`src/rtl/fpu_pkg.sv`:
```
// rtl/fpu_pkg.sv - FPU op encoding, datapath widths and reorder-slot type
package fpu_pkg;

    localparam int FPU_DW   = 32;
    localparam int FPU_CTLW = 5;

    typedef enum logic [FPU_CTLW-1:0] {
        fadd    = 5'd0,
        fsub    = 5'd1,
        fmul    = 5'd2,
        finv    = 5'd3,
        fdiv    = 5'd4,
        fhalf   = 5'd5,
        ftoi    = 5'd6,
        itof    = 5'd7,
        floor   = 5'd8,
        feq     = 5'd9,
        fle     = 5'd10,
        fabs    = 5'd11,
        fneg    = 5'd12,
        fless   = 5'd13,
        fmin    = 5'd14,
        fmax    = 5'd15,
        fiszero = 5'd16,
        fispos  = 5'd17,
        fisneg  = 5'd18,
        sqrt    = 5'd19,
        fsqr    = 5'd20
    } fpu_op_e;

    typedef struct packed {
        logic                valid;
        logic                done;
        logic [FPU_CTLW-1:0] ctl;
        logic [FPU_DW-1:0]   y;
    } fpu_slot_t;

endpackage

```
`src/rtl/fpu_tagged_issue_if.sv`:
```
// rtl/fpu_tagged_issue_if.sv - request, core issue/completion, result and control signals
interface fpu_tagged_issue_if #(
    parameter int DEPTH = 8,
    parameter int DW    = 32,
    parameter int CTLW  = 5
);
    localparam int TAGW = $clog2(DEPTH) + 1;
    localparam int OCCW = $clog2(DEPTH) + 1;

    logic            req_valid;
    logic            req_ready;
    logic [CTLW-1:0] req_ctl;
    logic [DW-1:0]   req_x1;
    logic [DW-1:0]   req_x2;
    logic            core_valid;
    logic            core_ready;
    logic [CTLW-1:0] core_ctl;
    logic [DW-1:0]   core_x1;
    logic [DW-1:0]   core_x2;
    logic [TAGW-1:0] core_tag;
    logic            core_done;
    logic [TAGW-1:0] core_rtag;
    logic [DW-1:0]   core_y;
    logic            res_valid;
    logic            res_ready;
    logic [CTLW-1:0] res_ctl;
    logic [DW-1:0]   res_y;
    logic            flush;
    logic [OCCW-1:0] occupancy;
    logic            err_tag;

    modport slave (
        input  req_valid, req_ctl, req_x1, req_x2, core_ready,
               core_done, core_rtag, core_y, res_ready, flush,
        output req_ready, core_valid, core_ctl, core_x1, core_x2, core_tag,
               res_valid, res_ctl, res_y, occupancy, err_tag
    );

    modport master (
        output req_valid, req_ctl, req_x1, req_x2, core_ready,
               core_done, core_rtag, core_y, res_ready, flush,
        input  req_ready, core_valid, core_ctl, core_x1, core_x2, core_tag,
               res_valid, res_ctl, res_y, occupancy, err_tag
    );

endinterface

```
`src/rtl/fpu_rob.sv`:
```
// rtl/fpu_rob.sv - in-order slot ring: allocate at tail, complete by index, retire at head
module fpu_rob
    import fpu_pkg::*;
#(
    parameter  int DEPTH = 8,
    localparam int IW    = $clog2(DEPTH),
    localparam int OCCW  = IW + 1
) (
    input  logic                clk,
    input  logic                rstn,
    input  logic                flush_i,
    input  logic                alloc_i,
    input  logic [FPU_CTLW-1:0] alloc_ctl_i,
    output logic [IW-1:0]       tail_o,
    input  logic                cpl_valid_i,
    input  logic [IW-1:0]       cpl_idx_i,
    input  logic [FPU_DW-1:0]   cpl_y_i,
    output logic                cpl_bad_o,
    input  logic                retire_i,
    output fpu_slot_t           head_o,
    output logic [OCCW-1:0]     occupancy_o,
    output logic                full_o
);

    fpu_slot_t       slots_q [DEPTH];
    logic [IW-1:0]   head_q;
    logic [IW-1:0]   tail_q;
    logic [OCCW-1:0] occ_q;

    assign head_o      = slots_q[head_q];
    assign tail_o      = tail_q;
    assign occupancy_o = occ_q;
    assign full_o      = (occ_q == OCCW'(DEPTH));
    // A completion is only legal for a live slot that has not yet produced its result.
    assign cpl_bad_o   = !slots_q[cpl_idx_i].valid || slots_q[cpl_idx_i].done;

    always_ff @(posedge clk) begin
        if (!rstn || flush_i) begin
            head_q <= '0;
            tail_q <= '0;
            occ_q  <= '0;
            for (int i = 0; i < DEPTH; i++) begin
                slots_q[i] <= '0;
            end
        end else begin
            if (cpl_valid_i && !cpl_bad_o) begin
                slots_q[cpl_idx_i].done <= 1'b1;
                slots_q[cpl_idx_i].y    <= cpl_y_i;
            end
            if (retire_i) begin
                slots_q[head_q].valid <= 1'b0;
                slots_q[head_q].done  <= 1'b0;
                head_q                <= head_q + IW'(1);
            end
            if (alloc_i) begin
                slots_q[tail_q] <= '{valid: 1'b1, done: 1'b0, ctl: alloc_ctl_i, y: '0};
                tail_q          <= tail_q + IW'(1);
            end
            case ({alloc_i, retire_i})
                2'b10:   occ_q <= occ_q + OCCW'(1);
                2'b01:   occ_q <= occ_q - OCCW'(1);
                default: occ_q <= occ_q;
            endcase
        end
    end

endmodule

```
`src/rtl/fpu_tagged_issue.sv`:
```
// rtl/fpu_tagged_issue.sv - tagged multi-outstanding FPU front end with in-order retire and flush
module fpu_tagged_issue
    import fpu_pkg::*;
#(
    parameter int DEPTH = 8,
    parameter int DW    = FPU_DW,
    parameter int CTLW  = FPU_CTLW,
    parameter int TAGW  = $clog2(DEPTH) + 1
) (
    input  logic               clk,
    input  logic               rstn,
    fpu_tagged_issue_if.slave  bus
);

    localparam int IW = TAGW - 1;

    logic            core_valid_q, core_valid_d;
    logic [CTLW-1:0] core_ctl_q;
    logic [DW-1:0]   core_x1_q;
    logic [DW-1:0]   core_x2_q;
    logic [TAGW-1:0] core_tag_q;
    logic            epoch_q;
    logic            err_tag_q;

    logic            full;
    logic            accept;
    logic            cpl_valid;
    logic            cpl_bad;
    logic            retire;
    logic [IW-1:0]   tail;
    fpu_slot_t       head;

    assign bus.req_ready = rstn && !bus.flush && !full && !(core_valid_q && !bus.core_ready);
    assign accept        = bus.req_valid && bus.req_ready;
    // Results from an earlier epoch belong to flushed ops and are dropped without complaint.
    assign cpl_valid     = bus.core_done && !bus.flush && (bus.core_rtag[TAGW-1] == epoch_q);
    assign bus.res_valid = head.valid && head.done;
    assign retire        = bus.res_valid && bus.res_ready && !bus.flush;

    assign bus.res_ctl    = head.ctl;
    assign bus.res_y      = head.y;
    assign bus.core_valid = core_valid_q;
    assign bus.core_ctl   = core_ctl_q;
    assign bus.core_x1    = core_x1_q;
    assign bus.core_x2    = core_x2_q;
    assign bus.core_tag   = core_tag_q;
    assign bus.err_tag    = err_tag_q;

    fpu_rob #(.DEPTH(DEPTH)) u_rob (
        .clk         (clk),
        .rstn        (rstn),
        .flush_i     (bus.flush),
        .alloc_i     (accept),
        .alloc_ctl_i (bus.req_ctl),
        .tail_o      (tail),
        .cpl_valid_i (cpl_valid),
        .cpl_idx_i   (bus.core_rtag[IW-1:0]),
        .cpl_y_i     (bus.core_y),
        .cpl_bad_o   (cpl_bad),
        .retire_i    (retire),
        .head_o      (head),
        .occupancy_o (bus.occupancy),
        .full_o      (full)
    );

    always_comb begin
        core_valid_d = core_valid_q;
        if (accept) begin
            core_valid_d = 1'b1;
        end else if (bus.core_ready) begin
            core_valid_d = 1'b0;
        end
        if (bus.flush) begin
            core_valid_d = 1'b0;
        end
    end

    always_ff @(posedge clk) begin
        if (!rstn) begin
            core_valid_q <= 1'b0;
            core_ctl_q   <= '0;
            core_x1_q    <= '0;
            core_x2_q    <= '0;
            core_tag_q   <= '0;
            epoch_q      <= 1'b0;
            err_tag_q    <= 1'b0;
        end else begin
            core_valid_q <= core_valid_d;
            if (bus.flush) begin
                epoch_q <= ~epoch_q;
            end
            if (accept) begin
                core_ctl_q <= bus.req_ctl;
                core_x1_q  <= bus.req_x1;
                core_x2_q  <= bus.req_x2;
                core_tag_q <= {epoch_q, tail};
            end
            if (cpl_valid && cpl_bad) begin
                err_tag_q <= 1'b1;
            end
        end
    end

endmodule

```
`src/flat_wrapper.sv`:
```
// flat-port wrapper written by rule: the top's interface ports become plain ports
module fpu_tagged_issue_flat import fpu_pkg::*;
#(
    parameter int DEPTH = 8,
    parameter int DW    = FPU_DW,
    parameter int CTLW  = FPU_CTLW,
    parameter int TAGW  = $clog2(DEPTH) + 1
)
  (clk, rstn, bus_req_valid, bus_req_ctl, bus_req_x1, bus_req_x2, bus_core_ready, bus_core_done, bus_core_rtag, bus_core_y, bus_res_ready, bus_flush, bus_req_ready, bus_core_valid, bus_core_ctl, bus_core_x1, bus_core_x2, bus_core_tag, bus_res_valid, bus_res_ctl, bus_res_y, bus_occupancy, bus_err_tag);
  fpu_tagged_issue_if #(.DEPTH(DEPTH), .DW(DW), .CTLW(CTLW)) bus_i ();
  input  logic clk;
  input  logic rstn;
  input wire logic [$bits(bus_i.req_valid)-1:0] bus_req_valid;
  input wire logic [$bits(bus_i.req_ctl)-1:0] bus_req_ctl;
  input wire logic [$bits(bus_i.req_x1)-1:0] bus_req_x1;
  input wire logic [$bits(bus_i.req_x2)-1:0] bus_req_x2;
  input wire logic [$bits(bus_i.core_ready)-1:0] bus_core_ready;
  input wire logic [$bits(bus_i.core_done)-1:0] bus_core_done;
  input wire logic [$bits(bus_i.core_rtag)-1:0] bus_core_rtag;
  input wire logic [$bits(bus_i.core_y)-1:0] bus_core_y;
  input wire logic [$bits(bus_i.res_ready)-1:0] bus_res_ready;
  input wire logic [$bits(bus_i.flush)-1:0] bus_flush;
  output wire logic [$bits(bus_i.req_ready)-1:0] bus_req_ready;
  output wire logic [$bits(bus_i.core_valid)-1:0] bus_core_valid;
  output wire logic [$bits(bus_i.core_ctl)-1:0] bus_core_ctl;
  output wire logic [$bits(bus_i.core_x1)-1:0] bus_core_x1;
  output wire logic [$bits(bus_i.core_x2)-1:0] bus_core_x2;
  output wire logic [$bits(bus_i.core_tag)-1:0] bus_core_tag;
  output wire logic [$bits(bus_i.res_valid)-1:0] bus_res_valid;
  output wire logic [$bits(bus_i.res_ctl)-1:0] bus_res_ctl;
  output wire logic [$bits(bus_i.res_y)-1:0] bus_res_y;
  output wire logic [$bits(bus_i.occupancy)-1:0] bus_occupancy;
  output wire logic [$bits(bus_i.err_tag)-1:0] bus_err_tag;
  assign bus_i.req_valid = bus_req_valid;
  assign bus_i.req_ctl = bus_req_ctl;
  assign bus_i.req_x1 = bus_req_x1;
  assign bus_i.req_x2 = bus_req_x2;
  assign bus_i.core_ready = bus_core_ready;
  assign bus_i.core_done = bus_core_done;
  assign bus_i.core_rtag = bus_core_rtag;
  assign bus_i.core_y = bus_core_y;
  assign bus_i.res_ready = bus_res_ready;
  assign bus_i.flush = bus_flush;
  assign bus_req_ready = bus_i.req_ready;
  assign bus_core_valid = bus_i.core_valid;
  assign bus_core_ctl = bus_i.core_ctl;
  assign bus_core_x1 = bus_i.core_x1;
  assign bus_core_x2 = bus_i.core_x2;
  assign bus_core_tag = bus_i.core_tag;
  assign bus_res_valid = bus_i.res_valid;
  assign bus_res_ctl = bus_i.res_ctl;
  assign bus_res_y = bus_i.res_y;
  assign bus_occupancy = bus_i.occupancy;
  assign bus_err_tag = bus_i.err_tag;
  fpu_tagged_issue #(.DEPTH(DEPTH), .DW(DW), .CTLW(CTLW), .TAGW(TAGW)) u_core (.clk(clk), .rstn(rstn), .bus(bus_i));
endmodule
```
`config.mk`:
```
export PLATFORM = sky130hd
export DESIGN_NAME = fpu_tagged_issue_flat
export DESIGN_NICKNAME = d
export VERILOG_FILES = /design/src/rtl/fpu_pkg.sv /design/src/rtl/fpu_tagged_issue_if.sv /design/src/rtl/fpu_rob.sv /design/src/rtl/fpu_tagged_issue.sv /design/src/flat_wrapper.sv
export SDC_FILE = /design/constraint.sdc
export NUM_CORES = 1
export LEC_CHECK = 0
export ABC_AREA = 1
export ABC_CLOCK_PERIOD_IN_PS = 3200
export CORE_MARGIN = 10
export CORE_UTILIZATION = 40
export CTS_BUF_LIST = sky130_fd_sc_hd__clkbuf_16
export DETAILED_ROUTE_END_ITERATION = 8
export SYNTH_ARGS = -nofsm -noshare
export SYNTH_HDL_FRONTEND = slang
export SYNTH_SLANG_ARGS = --single-unit
```
`constraint.sdc`:
```
create_clock -name clk -period 3.2 [get_ports clk]
set_clock_uncertainty 0.1 [all_clocks]
set_input_delay 0.8 -clock clk [delete_from_list [all_inputs] [get_ports clk]]
set_output_delay 0.8 -clock clk [all_outputs]
set_load 0.03 [all_outputs]
```
==> results.cfg <==
[logic_synthesis]
synth_cell_type_count = 36
avgSynthCellArea_sq_um = 7.35
synth_edf_count = 40
synth_flop_cell = dfxtp_1
yosysSeqAreaShare = 0.469
synth_fp_nets = 2561
synthCells = 2443
async_reset_ff_frac = 0
syn-cell-area_sq_um = 18000
yosys_register_bits = 401
synth.yosys.warnings = 0

[floorplan]
die_w_um = 232
die_area_sq_um = 53800
rows = 77
core-area_sq_um = 44300
ios = 230
start_util = 0.405
die_h_um = 232

[route]
drc = 0
vias = 17800
wl_per_cell_um = 20.0
wl_um = 64400
dr_wl_met2_um = 29500
drt-pass1-iter-count = 5
wl_met1_um = 26300
initialDrtViolationCount = 1841
dr_wl_met3_um = 7040
vias_per_cell = 5.52
ant_nets = 0
highest-signal-layer = met5

[sta]
rsz0062_at_grt = yes
fin_tns_setup_ns = 0
setup_viol = 0
slew_headroom = 0.492
max_freq_mhz = 315
slew_viol_final = 0
tightest_slew_ns = 0.761
final-hold-violation-count = 0
fin_crit_ns = 3.17
setup_ws_ns = 0.0253
fin_crit_sh = 0.992

[grt]
grt_pass1_wl_um = 99500
grt_util_all_layers = 0.231
grt_pass1_vias = 17100
grt_max_degree = 95
overflow = 0
antenna_found_initial = 1

[final_layout]
final_common_cell = nand2_1
fin_cells = 3218
insertedDiodeCount = 0
syn_to_final_growth_pct = 27.4
layout-drive-gt1-share = 0.0998
n_fill_cell = 4258
layout_common_cells = nand2_1, nand3_1, dfxtp_1, nor2_1, clkdlybuf4s50_1
fin_nets = 2708

[place]
io_buffers = 229
place_ws_ns = 0.0787
place_inst = 3133
hpwlAfterDp_um = 39900
routabilityCongestion = 0.891

[cts]
cts_root_buf = clkbuf_16
clk_pin_slew_ns = 0.06
clkLatencyLatePin_ns = 0.59
cts_made_buffers = 45
clkSinkCount = 401
cts_tree = yes
clk_path_buf_depth = 3
cts_hold_buf = 0
htree_levels = 2

[setup_path]
crit_type = register to output pin
cp_top_family = compound AO/OA/AOI/OAI gates
critPathSlowestCell = dfxtp_4
startpoint_type = register
worst-path-buf-inv = 2
crit_fanout = 53
cp.required_ns = 2.30
crit_arrival_ns = 2.27
cp_slowest_stage_delay_ns = 0.52
crit_chain = buf_16 > o21ai_0 > o22ai_1 > nor2_1 > a31oi_2 > buf_12
end_kind = output pin

[run_status]
status = finished clean

[power_and_ir_drop]
p_total_mw = 10.7
irDropWorstVdd_mv = 0.401
p_leak_nw = 9.82
powerDensity_nw_per_um2 = 469

[worst_hold_path]
min_path_type = register to register
hold_start = u_core.u_rob.slots_q[6][12]

[job]
maxCapViolCount = 0
final cells by class:
cell class,count,area (sq um),share of cell area
timing repair buffer,324,3850,0.168
sequential,401,8430,0.369
inverter,91,354,0.0155
multi-input combinational,1727,8140,0.356
tap,592,741,0.0324
clock buffer,47,1180,0.0514
clock inverter,36,189,0.00826
per-layer routing:
layer  up-vias  global-route usage
met5         -                   0
met4         2              0.0764
met3       127              0.0696
met2       850               0.374
met1      8364               0.289
li1       8433                   -
worst paths after layout:
path                                                     to  slack, ns  depth (start not counted)
worst max-delay path                          bus_res_y[18]       0.03                          6
worst min register to register  u_core.u_rob.slots_q[6][12]       0.36                          2
worst max register to register  u_core.u_rob.occupancy_o[3]       0.46                         17
worst min-delay path            u_core.u_rob.slots_q[6][12]       0.36                          2
where the power goes:
group | switching [mW] | leakage, nW | total [mW] | internal, mW
registers | 0.0293 | 3.36 | 5.16 | 5.13
logic | 0.418 | 5.73 | 0.687 | 0.269
clock network | 2.16 | 0.727 | 4.89 | 2.73
worst register-to-register path, stage by stage (launching register included):
cell     delay, ns
dfxtp_4       0.52
inv_8         0.12
buf_6         0.20
nand3_1       0.08
nand3_1       0.08
nand3_1       0.09
nand2_1       0.11
nand2_1       0.09
inv_1         0.07
ha_1          0.22
ha_1          0.28
nand2_1       0.06
nand2_1       0.05
a21oi_1       0.17
nor2_1        0.06
nor2_1        0.14
o21ai_0       0.09
a21oi_1       0.14
state kept, by name (all words and copies together) (netlist names), 3 cells and up, named ones only:
signal	flops
u_core.u_rob.tail_o	3
u_core.bus.core_ctl	5
u_core.u_rob.head_q	3
u_core.u_rob.occupancy_o	4
u_core.u_rob.slots_q	312
u_core.bus.core_x2	32
u_core.bus.core_tag	4
u_core.bus.core_x1	32
synthesized netlist by cell type (16+ instances only):
library cell,instances,area share
nand2_1,523,0.11
nand3_1,419,0.12
dfxtp_1,361,0.40
nor2_1,343,0.072
o21ai_0,161,0.045
clkbuf_1,104,0.022
a21oi_1,97,0.027
inv_1,78,0.016
nand4_1,71,0.025
buf_2,61,0.017
edfxtp_1,40,0.067
buf_6,38,0.024
a31oi_1,37,0.013
o22ai_1,33,0.011
buf_1,16,0.0033
cell families (layout without fill, tap and decap cells):
group,after synthesis,in the layout,share of synthesized area
flops,401,401,0.469
simple gates,1381,1381,0.337
xor+xnor,4,4,0.00195
buf+inv,315,498,0.0873
compound gates,336,336,0.0997
fa+ha+maj,6,6,0.00460
timing repair:
item	CTS	global route
cloned	0	1
hold endpoints to repair	0	0
resized for setup	13	23
buffers inserted	0	1
endpoints found under the setup margin	25	33
through the flow:
stage	instance area [sq um]	util	hold WS [ns]
after detailed placement	21300	0.480	0.352
final	22900	0.516	0.358
after CTS	22700	0.513	0.360
after global routing	22900	0.516	0.377
after floorplan	18000	-	0.339
after global placement	21300	0.480	0.347
Power figures use the tool's default switching activity.
==> edit 1 (same flow settings) <==
Reset style: asynchronous (`rstn`), changed in one clocked block.
--- a/src/rtl/fpu_tagged_issue.sv
+++ b/src/rtl/fpu_tagged_issue.sv
@@ -75,7 +75,7 @@
         end
     end
 
-    always_ff @(posedge clk) begin
+    always_ff @(posedge clk or negedge rstn) begin
         if (!rstn) begin
             core_valid_q <= 1'b0;
             core_ctl_q   <= '0;
Function: differs if rstn is asserted again (counterexample within 4 cycles, from zero or initial values and one cycle with rstn low); with rstn held inactive, the same outputs for 4 cycles.
==> edit 1 against the unedited design <==
- worst hold slack better by 0.0035 ns
- highest routed layer unchanged
- sequential cell count did not move
- fmax rose by 0.14%
- global-route usage fell by 0.35 points
- cell area is 0.31% higher
- worst setup slack improved by 0.0045 ns
- routed wire length down 1.9%
- synthesized area shrank 0.74%
Power is not compared: it rests on default switching activity, and its combinational part moved more than twofold at a synthesized area within 25%.
==> edit 1: results (changes against the unedited design) <==
| Metric | Value |
|---|---|
| Run status | `complete, no violations (unchanged)` |
| Gpl congestion | `0.837 (was 0.891)` |
| First-pass GRT wire length | `96700 um (was 99500 um)` |
| Most common library cells after synthesis | `nand2_1, nand3_1, nor2_1 (was nand2_1, nand3_1, dfxtp_1)` |
| Cell count of the worst hold path | `2 (unchanged)` |
| Multi-In Gates | `1721 (was 1727)` |
| Worst R2R Setup Slack | `0.51 ns (was 0.46 ns)` |
| GR Util met2 | `0.374 (about the same)` |
| Non-clock inverter count | `83 (was 91)` |
| Num CTS Buffers | `47 (was 45)` |
| Worst R2R Path Depth | `15 (was 17)` |
| Worst Hold Launch | `u_core.u_rob.slots_q[6][16] (was u_core.u_rob.slots_q[6][12])` |
| Mapped Nets | `2535 (was 2561)` |
| Routing usage on met1 | `0.283 (was 0.289)` |
| Vias in the first global route | `16700 (was 17100)` |
| Slowest cell delay on critical path | `0.39 ns (was 0.52 ns)` |
| Total number of vias | `17300 (was 17800)` |
| Nets | `2678 (was 2708)` |
| Filler cells | `4232 (was 4258)` |
| Pre-antenna DRT Iters | `7 (was 5)` |
| Sequential share of cell area | `0.384 (was 0.369)` |
| Non-clk buf share | `0.159 (was 0.168)` |
| Dpl cell area | `21200 sq um (was 21300 sq um)` |
| Metal-1 WL | `25600 um (was 26300 um)` |
| Signal buffers | `306 (was 324)` |
| Post-DP HPWL | `38500 um (was 39900 um)` |
| Async SR Flop Fraction | `0.190 (was 0)` |
| WHS Endpoint | `u_core.u_rob.slots_q[6][16] (was u_core.u_rob.slots_q[6][12])` |
| Synth-to-layout area growth | `28.7% (was 27.4%)` |
| Synth unique cells | `35 (was 36)` |
| Total track usage | `0.228 (was 0.231)` |
| Clock buffers | `48 (was 47)` |
| Die X | `231 um (was 232 um)` |
| Synth Area in XOR/XNOR | `0.00246 (was 0.00195)` |
| Largest net degree at the start of global routing | `77 (was 95)` |
| Share of layout cells above drive strength 1 | `0.0958 (was 0.0998)` |
| Synth Area in Compound Gates | `0.0794 (was 0.0997)` |
| Metal2 WL | `29500 um (about the same)` |
| Final Hold Slack | `0.361 ns (was 0.358 ns)` |
| Largest cells by area after synthesis | `dfxtp_1, nand3_1, nand2_1 (unchanged)` |
| Crit path max fanout | `34 (was 53)` |
| Crit path to | `bus_res_ctl[1] (was bus_res_y[18])` |
| Multi-input logic area | `7990 sq um (was 8140 sq um)` |
| Final wirelength | `63200 um (was 64400 um)` |
| N_diodes | `2 (was 0)` |
| Worst-Margin Slew | `0.991 ns (was 0.761 ns)` |
| Met3 routed wirelength | `6360 um (was 7040 um)` |
[edit 1: cell types whose count changed after synthesis, sizes merged, moves of 36 or more]
cell,change
a21oi,-76
clkbuf,+36
nand3,+74
dfxtp,-76
nand4,-54
dfrtp,+76
buf,-48
nand2,+38
[edit 1: tightest hold or removal path, stage by stage (launching register included)]
cell and delay, ns:
dfxtp_1 0.30, nand3_1 0.07, nand2_1 0.04
[edit 1: metrics by stage]
| step | power, W | setup WS [ns] | instances |
|---|---|---|---|
| after CTS | 0.0120 | -0.00532 | 3190 |
| after global placement | 0.00687 | 0.0249 | 3100 |
| after global routing | 0.0123 | -0.0212 | 3191 |
| after detailed placement | 0.00687 | -0.00756 | 3100 |
| after floorplan | 0.00616 | 0.333 | 2417 |
| final | 0.0119 | 0.0298 | 3193 |
[edit 1: timing repair]
action | in CTS | in global routing
endpoints found under the setup margin | 30 | 27
endpoints found under the hold margin | 0 | 0
hold buffers | 0 | 0
gates cloned | 2 | 1
resized for setup | 17 | 26
==> edit 2 (config.mk and constraints unchanged) <==
Made on the original files. `DEPTH` is set to 8 in 4 places; all go to 4.
--- a/src/rtl/fpu_tagged_issue_if.sv
+++ b/src/rtl/fpu_tagged_issue_if.sv
@@ -1,6 +1,6 @@
 // rtl/fpu_tagged_issue_if.sv - request, core issue/completion, result and control signals
 interface fpu_tagged_issue_if #(
-    parameter int DEPTH = 8,
+    parameter int DEPTH = 4,
     parameter int DW    = 32,
     parameter int CTLW  = 5
 );
--- a/src/rtl/fpu_rob.sv
+++ b/src/rtl/fpu_rob.sv
@@ -2,7 +2,7 @@
 module fpu_rob
     import fpu_pkg::*;
 #(
-    parameter  int DEPTH = 8,
+    parameter  int DEPTH = 4,
     localparam int IW    = $clog2(DEPTH),
     localparam int OCCW  = IW + 1
 ) (
--- a/src/rtl/fpu_tagged_issue.sv
+++ b/src/rtl/fpu_tagged_issue.sv
@@ -2,7 +2,7 @@
 module fpu_tagged_issue
     import fpu_pkg::*;
 #(
-    parameter int DEPTH = 8,
+    parameter int DEPTH = 4,
     parameter int DW    = FPU_DW,
     parameter int CTLW  = FPU_CTLW,
     parameter int TAGW  = $clog2(DEPTH) + 1
--- a/src/flat_wrapper.sv
+++ b/src/flat_wrapper.sv
@@ -1,7 +1,7 @@
 // flat-port wrapper written by rule: the top's interface ports become plain ports
 module fpu_tagged_issue_flat import fpu_pkg::*;
 #(
-    parameter int DEPTH = 8,
+    parameter int DEPTH = 4,
     parameter int DW    = FPU_DW,
     parameter int CTLW  = FPU_CTLW,
     parameter int TAGW  = $clog2(DEPTH) + 1
Ports: changed (resized bus_core_rtag, bus_core_tag and bus_occupancy); port bits go from 230 to 227. No check against the original RTL was run, so the function may have changed too.
==> edit 2 against the unedited design <==
- cell area down 39%
- routed wire length down 47%
- synthesized cell count down 42%
- worst setup slack better by 0.044 ns
- sequential cell count down 161
- power down 39%
- cell count down 39%
- register-to-register slack better by 0.13 ns
- synthesized area down 42%
- critical path depth down 1
- sequential share of layout area down 1.1 points
- global-route usage down 3.3 points
==> edit 2: results (changes against the unedited design) <==
| Metric | Value |
|---|---|
| Run status | `complete, no violations (unchanged)` |
| Synth Warn # | `0 (unchanged)` |
| Worst vdd ir | `0.000392 V (was 0.000401 V)` |
| Latest clock arrival within the worst-skew pair | `0.54 ns (was 0.59 ns)` |
| H-Tree Depth | `1 (was 2)` |
| Post-synth EDFFs | `20 (was 40)` |
| Max-Slew Margin vs Limit | `0.489 (was 0.492)` |
| Port Buffers | `226 (was 229)` |
| Vias in the first global route | `9902 (was 17100)` |
| Slowest cell delay on critical path | `0.41 ns (was 0.52 ns)` |
| Gpl congestion | `0.776 (was 0.891)` |
| CP arrival | `2.23 ns (was 2.27 ns)` |
| Num CTS Buffers | `28 (was 45)` |
| Mapped Nets | `1531 (was 2561)` |
| Dpl cell area | `13200 sq um (was 21300 sq um)` |
| Nets | `1717 (was 2708)` |
| Post-DP HPWL | `22400 um (was 39900 um)` |
| Largest net degree at the start of global routing | `116 (was 95)` |
| Type of the tightest min-delay check | `register to register (unchanged)` |
| Slowest cell on crit path | `buf_4 (was dfxtp_4)` |
| DR WL/cell | `17.6 um (was 20.0 um)` |
| 1st-iter DRT viols | `861 (was 1841)` |
| First-pass GRT wire length | `54700 um (was 99500 um)` |
| Filler cells | `2507 (was 4258)` |
| Clock tree sinks | `240 (was 401)` |
| Worst Hold Launch | `u_core.bus.core_x2[26] (was u_core.u_rob.slots_q[6][12])` |
| Most common library cells after synthesis | `dfxtp_1, nor2_1, a21oi_1 (was nand2_1, nand3_1, dfxtp_1)` |
| Cts repair resizes | `0 (was 13)` |
| Initial antenna violation count | `1 (unchanged)` |
| Crit path max fanout | `31 (was 53)` |
| Largest register FFs | `156 (was 312)` |
| Total number of vias | `10200 (was 17800)` |
| Sequential-to-total area share from yosys stat | `0.479 (was 0.469)` |
==> edit 2: cell count changes in the layout (fill, tap and decap cells not counted), moves of 42 or more <==
cell     unedited run  this run
a21oi_1            95       214
o21ai_0           159       117
nor2_1            339       220
nand2_1           523       185
nand3_1           418       112
dfxtp_1           359       219
==> edit 2: final cells by class <==
class                           count  share of cell area
Clock buffer                       30              0.0536
Tap cell                          335              0.0299
Multi-Input combinational cell    956               0.322
Antenna cell                        1            0.000179
Sequential cell                   240               0.357
Timing Repair Buffer              268               0.204
Clock inverter                     21             0.00599
Inverter                          102              0.0276
==> edit 2: layer usage <==
layer,global-route usage,share of wire,up-vias
li1,-,-,5076
met1,0.238,0.41,4673
met2,0.313,0.45,379
met3,0.0883,0.12,56
met4,0.0573,0.025,0
met5,0,0,-
==> edit 2: final timing paths <==
path                                                    end  slack, ns  cells after the start
worst min register to register       u_core.bus.core_x2[26]       0.36                      2
worst min-delay path                 u_core.bus.core_x2[26]       0.36                      2
worst max register to register  u_core.u_rob.occupancy_o[2]       0.59                     14
worst max-delay path                         bus_res_ctl[4]       0.07                      5
==> edit 2: report_power, final <==
group | internal (W) | total [W] | switching, W | leakage (nW)
clock | 0.00166 | 0.00290 | 0.00124 | 0.458
combinational | 0.000238 | 0.000570 | 0.000332 | 2.80
sequential | 0.00308 | 0.00310 | 0.0000231 | 2.00
total | 0.00498 | 0.00658 | 0.00160 | 5.26
==> edit 2: per-stage QoR <==
step	setup WS (ns)	std cells	util
after floorplan	0.332	1410	-
after global placement	0.147	1901	0.508
after detailed placement	0.118	1901	0.508
after CTS	0.0781	1952	0.540
after global routing	0.00565	1953	0.541
final	0.0697	1953	0.541
==> edit 2: cells by family after synthesis <==
family	share of synthesized area
and+or+nand+nor	0.256
AOI/OAI and AO/OA	0.162
DFF	0.479
buffers and inverters	0.0911
adders and majority gates	0.0127
==> edit 2: worst max-delay path, delay by kind of cell (launching register included) <==
kind / cells / cell delay, ns
compound gates: 2 / 0.52
buf+inv: 3 / 0.81
flops: 1 / 0.34
